## src/rtl/csc_arbiter.sv

```systemverilog
// Two-requester round-robin front end sharing one fixed-latency RGB->YCbCr converter,
// with credit flow control and per-requester result FIFOs. Define CSC_ARBITER_STATS_EN for grant counters.
module csc_arbiter #(
  parameter int LATENCY    = 3,
  parameter int FIFO_DEPTH = 4
) (
  input  logic        clk,
  input  logic        reset_n,
  input  logic        s0_valid,
  input  logic [23:0] s0_rgb,
  output logic        s0_ready,
  input  logic        s1_valid,
  input  logic [23:0] s1_rgb,
  output logic        s1_ready,
  output logic        conv_valid,
  output logic [7:0]  conv_red,
  output logic [7:0]  conv_green,
  output logic [7:0]  conv_blue,
  input  logic        conv_valid_in,
  input  logic [7:0]  conv_y,
  input  logic [7:0]  conv_cb,
  input  logic [7:0]  conv_cr,
  output logic        m0_valid,
  input  logic        m0_ready,
  output logic [23:0] m0_ycbcr,
  output logic        m1_valid,
  input  logic        m1_ready,
  output logic [23:0] m1_ycbcr,
`ifdef CSC_ARBITER_STATS_EN
  output logic [15:0] grant_cnt0,
  output logic [15:0] grant_cnt1,
`endif
  output logic        err
);

  localparam int PW = (FIFO_DEPTH > 1) ? $clog2(FIFO_DEPTH) : 1;
  localparam int CW = PW + 1;

  logic [1:0]    s_valid, m_ready, m_valid;
  logic [1:0]    elig, grant, push, pop, release_tag, full;
  logic [23:0]   s_rgb [2];
  logic [23:0]   m_ycbcr [2];
  logic          grant_id, accept, tail_valid, tail_id, err_set;

  logic          run_reg, last_grant_reg, conv_valid_reg, conv_id_reg, err_reg;
  logic [23:0]   conv_rgb_reg;
  logic [LATENCY-1:0] tag_valid_reg, tag_id_reg, tag_valid_next, tag_id_next;

  assign s_valid  = {s1_valid, s0_valid};
  assign m_ready  = {m1_ready, m0_ready};
  assign s_rgb[0] = s0_rgb;
  assign s_rgb[1] = s1_rgb;

  assign s0_ready = grant[0];
  assign s1_ready = grant[1];
  assign m0_valid = m_valid[0];
  assign m1_valid = m_valid[1];
  assign m0_ycbcr = m_ycbcr[0];
  assign m1_ycbcr = m_ycbcr[1];

  assign conv_valid = conv_valid_reg;
  assign {conv_red, conv_green, conv_blue} = conv_rgb_reg;
  assign err = err_reg;

  // Round-robin: on contention the requester that did not win last time goes next.
  always_comb begin
    grant_id = 1'b0;
    if (elig == 2'b11) grant_id = ~last_grant_reg;
    else               grant_id = elig[1];
  end

  assign accept = |elig;
  assign grant  = accept ? (grant_id ? 2'b10 : 2'b01) : 2'b00;

  // conv_valid/conv_id act as the head stage; the tag register follows it so its
  // tail lines up with the converter output LATENCY cycles later.
  assign tag_valid_next[0] = conv_valid_reg;
  assign tag_id_next[0]    = conv_id_reg;
  for (genvar gi = 1; gi < LATENCY; gi++) begin : g_tag
    assign tag_valid_next[gi] = tag_valid_reg[gi-1];
    assign tag_id_next[gi]    = tag_id_reg[gi-1];
  end

  assign tail_valid = tag_valid_reg[LATENCY-1];
  assign tail_id    = tag_id_reg[LATENCY-1];
  assign err_set    = (conv_valid_in && (!tail_valid || full[tail_id])) ||
                      (tail_valid && !conv_valid_in);

  always_ff @(posedge clk or negedge reset_n) begin
    if (!reset_n) begin
      run_reg        <= 1'b0;
      last_grant_reg <= 1'b1;
      conv_valid_reg <= 1'b0;
      conv_id_reg    <= 1'b0;
      conv_rgb_reg   <= '0;
      err_reg        <= 1'b0;
      tag_valid_reg  <= '0;
      tag_id_reg     <= '0;
    end else begin
      run_reg        <= 1'b1;
      conv_valid_reg <= accept;
      if (accept) begin
        last_grant_reg <= grant_id;
        conv_id_reg    <= grant_id;
        conv_rgb_reg   <= s_rgb[grant_id];
      end
      if (err_set) err_reg <= 1'b1;
      tag_valid_reg <= tag_valid_next;
      tag_id_reg    <= tag_id_next;
    end
  end

  for (genvar gi = 0; gi < 2; gi++) begin : g_chan
    logic [23:0]   mem [FIFO_DEPTH];
    logic [PW-1:0] wr_ptr_reg, rd_ptr_reg;
    logic [CW-1:0] count_reg, inflight_reg;
    logic [CW:0]   occupancy;

    assign occupancy   = {1'b0, count_reg} + {1'b0, inflight_reg};
    assign elig[gi]    = run_reg && s_valid[gi] && (occupancy < (CW+1)'(FIFO_DEPTH));
    assign full[gi]    = (count_reg == CW'(FIFO_DEPTH));
    assign push[gi]    = conv_valid_in && tail_valid && (tail_id == gi[0]) && !full[gi];
    // A dropped push into a full FIFO leaves inflight untouched; a missing result frees it.
    assign release_tag[gi] = tail_valid && (tail_id == gi[0]) && (!conv_valid_in || !full[gi]);
    assign m_valid[gi] = (count_reg != '0);
    assign pop[gi]     = m_valid[gi] && m_ready[gi];
    assign m_ycbcr[gi] = mem[rd_ptr_reg];

    always_ff @(posedge clk) begin
      if (push[gi]) mem[wr_ptr_reg] <= {conv_y, conv_cb, conv_cr};
    end

    always_ff @(posedge clk or negedge reset_n) begin
      if (!reset_n) begin
        wr_ptr_reg   <= '0;
        rd_ptr_reg   <= '0;
        count_reg    <= '0;
        inflight_reg <= '0;
      end else begin
        if (push[gi]) wr_ptr_reg <= wr_ptr_reg + 1'b1;
        if (pop[gi])  rd_ptr_reg <= rd_ptr_reg + 1'b1;
        count_reg    <= count_reg + CW'(push[gi]) - CW'(pop[gi]);
        inflight_reg <= inflight_reg + CW'(grant[gi]) - CW'(release_tag[gi]);
      end
    end
  end

`ifdef CSC_ARBITER_STATS_EN
  logic [15:0] grant_cnt0_reg, grant_cnt1_reg;

  always_ff @(posedge clk or negedge reset_n) begin
    if (!reset_n) begin
      grant_cnt0_reg <= '0;
      grant_cnt1_reg <= '0;
    end else begin
      if (grant[0]) grant_cnt0_reg <= grant_cnt0_reg + 16'd1;
      if (grant[1]) grant_cnt1_reg <= grant_cnt1_reg + 16'd1;
    end
  end

  assign grant_cnt0 = grant_cnt0_reg;
  assign grant_cnt1 = grant_cnt1_reg;
`endif

endmodule

```

## config.mk

```make
export PLATFORM = sky130hd
export DESIGN_NAME = csc_arbiter
export DESIGN_NICKNAME = d
export VERILOG_FILES = /design/src/rtl/csc_arbiter.sv
export SDC_FILE = /design/constraint.sdc
export NUM_CORES = 1
export LEC_CHECK = 0
export CAP_MARGIN = 20
export CORE_MARGIN = 2
export CORE_UTILIZATION = 40
export DETAILED_ROUTE_END_ITERATION = 7
export PLACE_DENSITY_LB_ADDON = 0.2
export SYNTH_ARGS = -nofsm -noshare
export SYNTH_HDL_FRONTEND = slang
export SYNTH_SLANG_ARGS = --single-unit
```

## constraint.sdc

```tcl
create_clock -name clk -period 5.8 [get_ports clk]
set_input_delay 0.87 -clock clk [delete_from_list [all_inputs] [get_ports clk]]
set_output_delay 0.87 -clock clk [all_outputs]
set_load 0.1 [all_outputs]
```

==> impl_metrics.ini <==
[clock_tree]
tritoncts = built
ctsRootBufferMaster = clkbuf_16
cts_buffer_depth = 3
cts_num_sinks = 247
numCtsBuffers = 26
insertion_delay_ps = 520
path_clk_slew_ps = 60
holdBufCountCts = 0
cts_resized = 0
postCtsSetupRepairBufs = 0
cts.htree.levels = 1

[worst_setup_path]
setup.worst_path.start = g_chan[1].rd_ptr_reg[0]
regToRegStartpoint = g_chan[1].count_reg[2]
required_ps = 4930
cp_max_fo = 26
path_class = flip-flop to output pin
cp_data_arrival_time_ps = 3160
worstSetupEndpointType = output pin
crit_path_start_kind = flip-flop

[final_layout]
fill_cells = 1851
syn2layout_area_growth_pct = 29.7
final_nets = 748
diodes = 0
drive_gt1_share_pct = 17.1
final_cell_count_no_fill = 984
largest_register_ffs = 192

[floorplanning]
start_util_pct = 40.8
core_mm2 = 0.0235
die_h_um = 159
chipWidth_um = 159
die_area_mm2 = 0.0253
num_rows = 56
boundaryPins = 157

[drt]
wl_met1_mm = 8.01
vias_per_cell = 5.10
top_layer = met5
num_vias = 5023
drt-total-wl_mm = 19.3
drtIter0Drc = 206
route.met2.wl_mm = 9.21
dr.pass1.iters = 4
dr_wl_met3_mm = 1.68
detail-route-antenna-nets = 0
drc = 0
wire_per_inst_um = 19.6

[sta]
slew_violations = 0
final-hold-violation-count = 0
tightest_slew_ps = 1090
finalClockSkew_ps = 13.0
final.min_clock_period_ps = 4030
relSlewSlack_pct = 27.2
post-route-period-util_pct = 69.5
fmax_mhz = 248
finalSetupViolCount = 0
rsz0062_at_grt = no
fin_setup_tns_ps = 0

[global_routing]
antenna_found_initial = 1
grt_max_degree = 56
grt_pass1_vias = 5461
grt_remaining_overflow = 0
grt_usage_pct = 15.3
grt_first_pass_wirelength_mm = 30.5

[synth]
syn_inst = 469
syn_area_mm2 = 0.00960
ys_types = 31
synth_nets = 572
synth-seq-area-share_pct = 74.4
synth-edff-count = 192
syn_area_per_cell_um2 = 20.5
ys_ff_latch = 247
synthArstFlopShare_pct = 22.3
synth_ff_type = edfxtp_1
synth_warnings = 0

[worst_hold_path]
hold_path_class = flip-flop to flip-flop
holdCritStartpoint = tag_id_reg[0]

[job]
cap_violations = 0

[placed_design]
port_buffers = 156
dpl.hpwl_mm = 12.3
gp_congestion = 0.746
dp_cells = 936

[outcome]
status = finished, final reports clean
final cells by class:
type	count	area [µm²]	share of cell area, %
Inverter	24	90.1	0.724
Timing Repair Buffer	170	1660	13.3
Clock inverter	15	203	1.63
Clock buffer	33	728	5.85
Tap cell	319	399	3.21
Sequential cell	247	7150	57.4
Multi-Input combinational cell	176	2230	17.9
through the flow:
| step | instance area, µm² | hold slack, ps | utilization [%] | setup slack, ps |
|---|---|---|---|---|
| floorplan | 9600 | 331 | - | 3000 |
| global route | 12500 | 363 | 52.9 | 1570 |
| finish | 12500 | 344 | 52.9 | 1770 |
| CTS | 12500 | 347 | 52.9 | 1670 |
| detailed placement | 11500 | 335 | 48.9 | 1880 |
| global placement | 11500 | 332 | 48.9 | 1880 |
cells in the final DEF (no fill, tap or decap), types with 3 or more instances in the layout:
cell	n
mux4_2	48
bufinv_16	5
clkinv_1	3
xnor2_1	11
a221o_1	24
clkdlybuf4s50_1	153
a21oi_1	3
clkbuf_1	3
nor3b_1	24
inv_1	24
nand3_1	3
clkinv_2	5
nor2_1	5
fa_1	4
and2_1	10
edfxtp_1	192
ha_1	20
buf_4	16
clkbuf_16	27
nand2_1	5
clkbuf_8	3
xor2_1	3
dfrtp_1	52
Yosys cell counts, drive strengths merged, types with 3 or more instances:
| cell type | count | area share, % |
|---|---|---|
| and2 | 10 | 0.65 |
| xnor2 | 11 | 1.0 |
| fa | 4 | 0.83 |
| mux4 | 48 | 11 |
| nor2 | 5 | 0.20 |
| nand3 | 3 | 0.16 |
| a221o | 24 | 2.5 |
| nand2 | 5 | 0.20 |
| ha | 20 | 2.6 |
| edfxtp | 192 | 60 |
| clkbuf | 4 | 0.16 |
| buf | 18 | 1.3 |
| xor2 | 3 | 0.27 |
| a21oi | 3 | 0.16 |
| dfrtp | 54 | 14 |
| nor3b | 24 | 1.9 |
| inv | 24 | 0.94 |
routing by layer:
layer	up-vias	GRT usage, %
li1	2225	-
met1	2569	19.6
met2	198	25.5
met3	29	5.13
met4	2	3.64
met5	-	0
worst max-delay path, stage by stage, from the launching register on:
cell and delay (ps):
dfrtp_2 990, mux4_2 600, clkdlybuf4s50_1 1050
kinds of logic (layout without fill, tap and decap cells):
| kind of cell | count (synthesis) | in the layout | synth area share (%) |
|---|---|---|---|
| compound gates | 35 | 35 | 3.47 |
| xor+xnor | 14 | 14 | 1.28 |
| fa+ha+maj | 24 | 24 | 3.44 |
| buf+inv | 46 | 242 | 2.40 |
| flops | 247 | 247 | 74.4 |
| mux | 48 | 48 | 11.3 |
| other cells | 1 | 1 | 0.0391 |
| simple gates | 54 | 54 | 3.73 |
final timing paths:
kind | to | slack, ps | cells after the start
worst min-delay path | tag_id_reg[1] | 340 | 0
worst max-delay path | m1_ycbcr[19] | 1770 | 2
worst min register to register | tag_id_reg[1] | 340 | 0
max in group asynchronous | g_chan[0].rd_ptr_reg[0] | 4790 | 2
worst max register to register | g_chan[0].inflight_reg[2] | 2670 | 8
min in group asynchronous | run_reg | 470 | 2
Power is left out: the tool's default activity adds up to more than one toggle a clock period on the data nets, which glitch-free logic cannot reach.
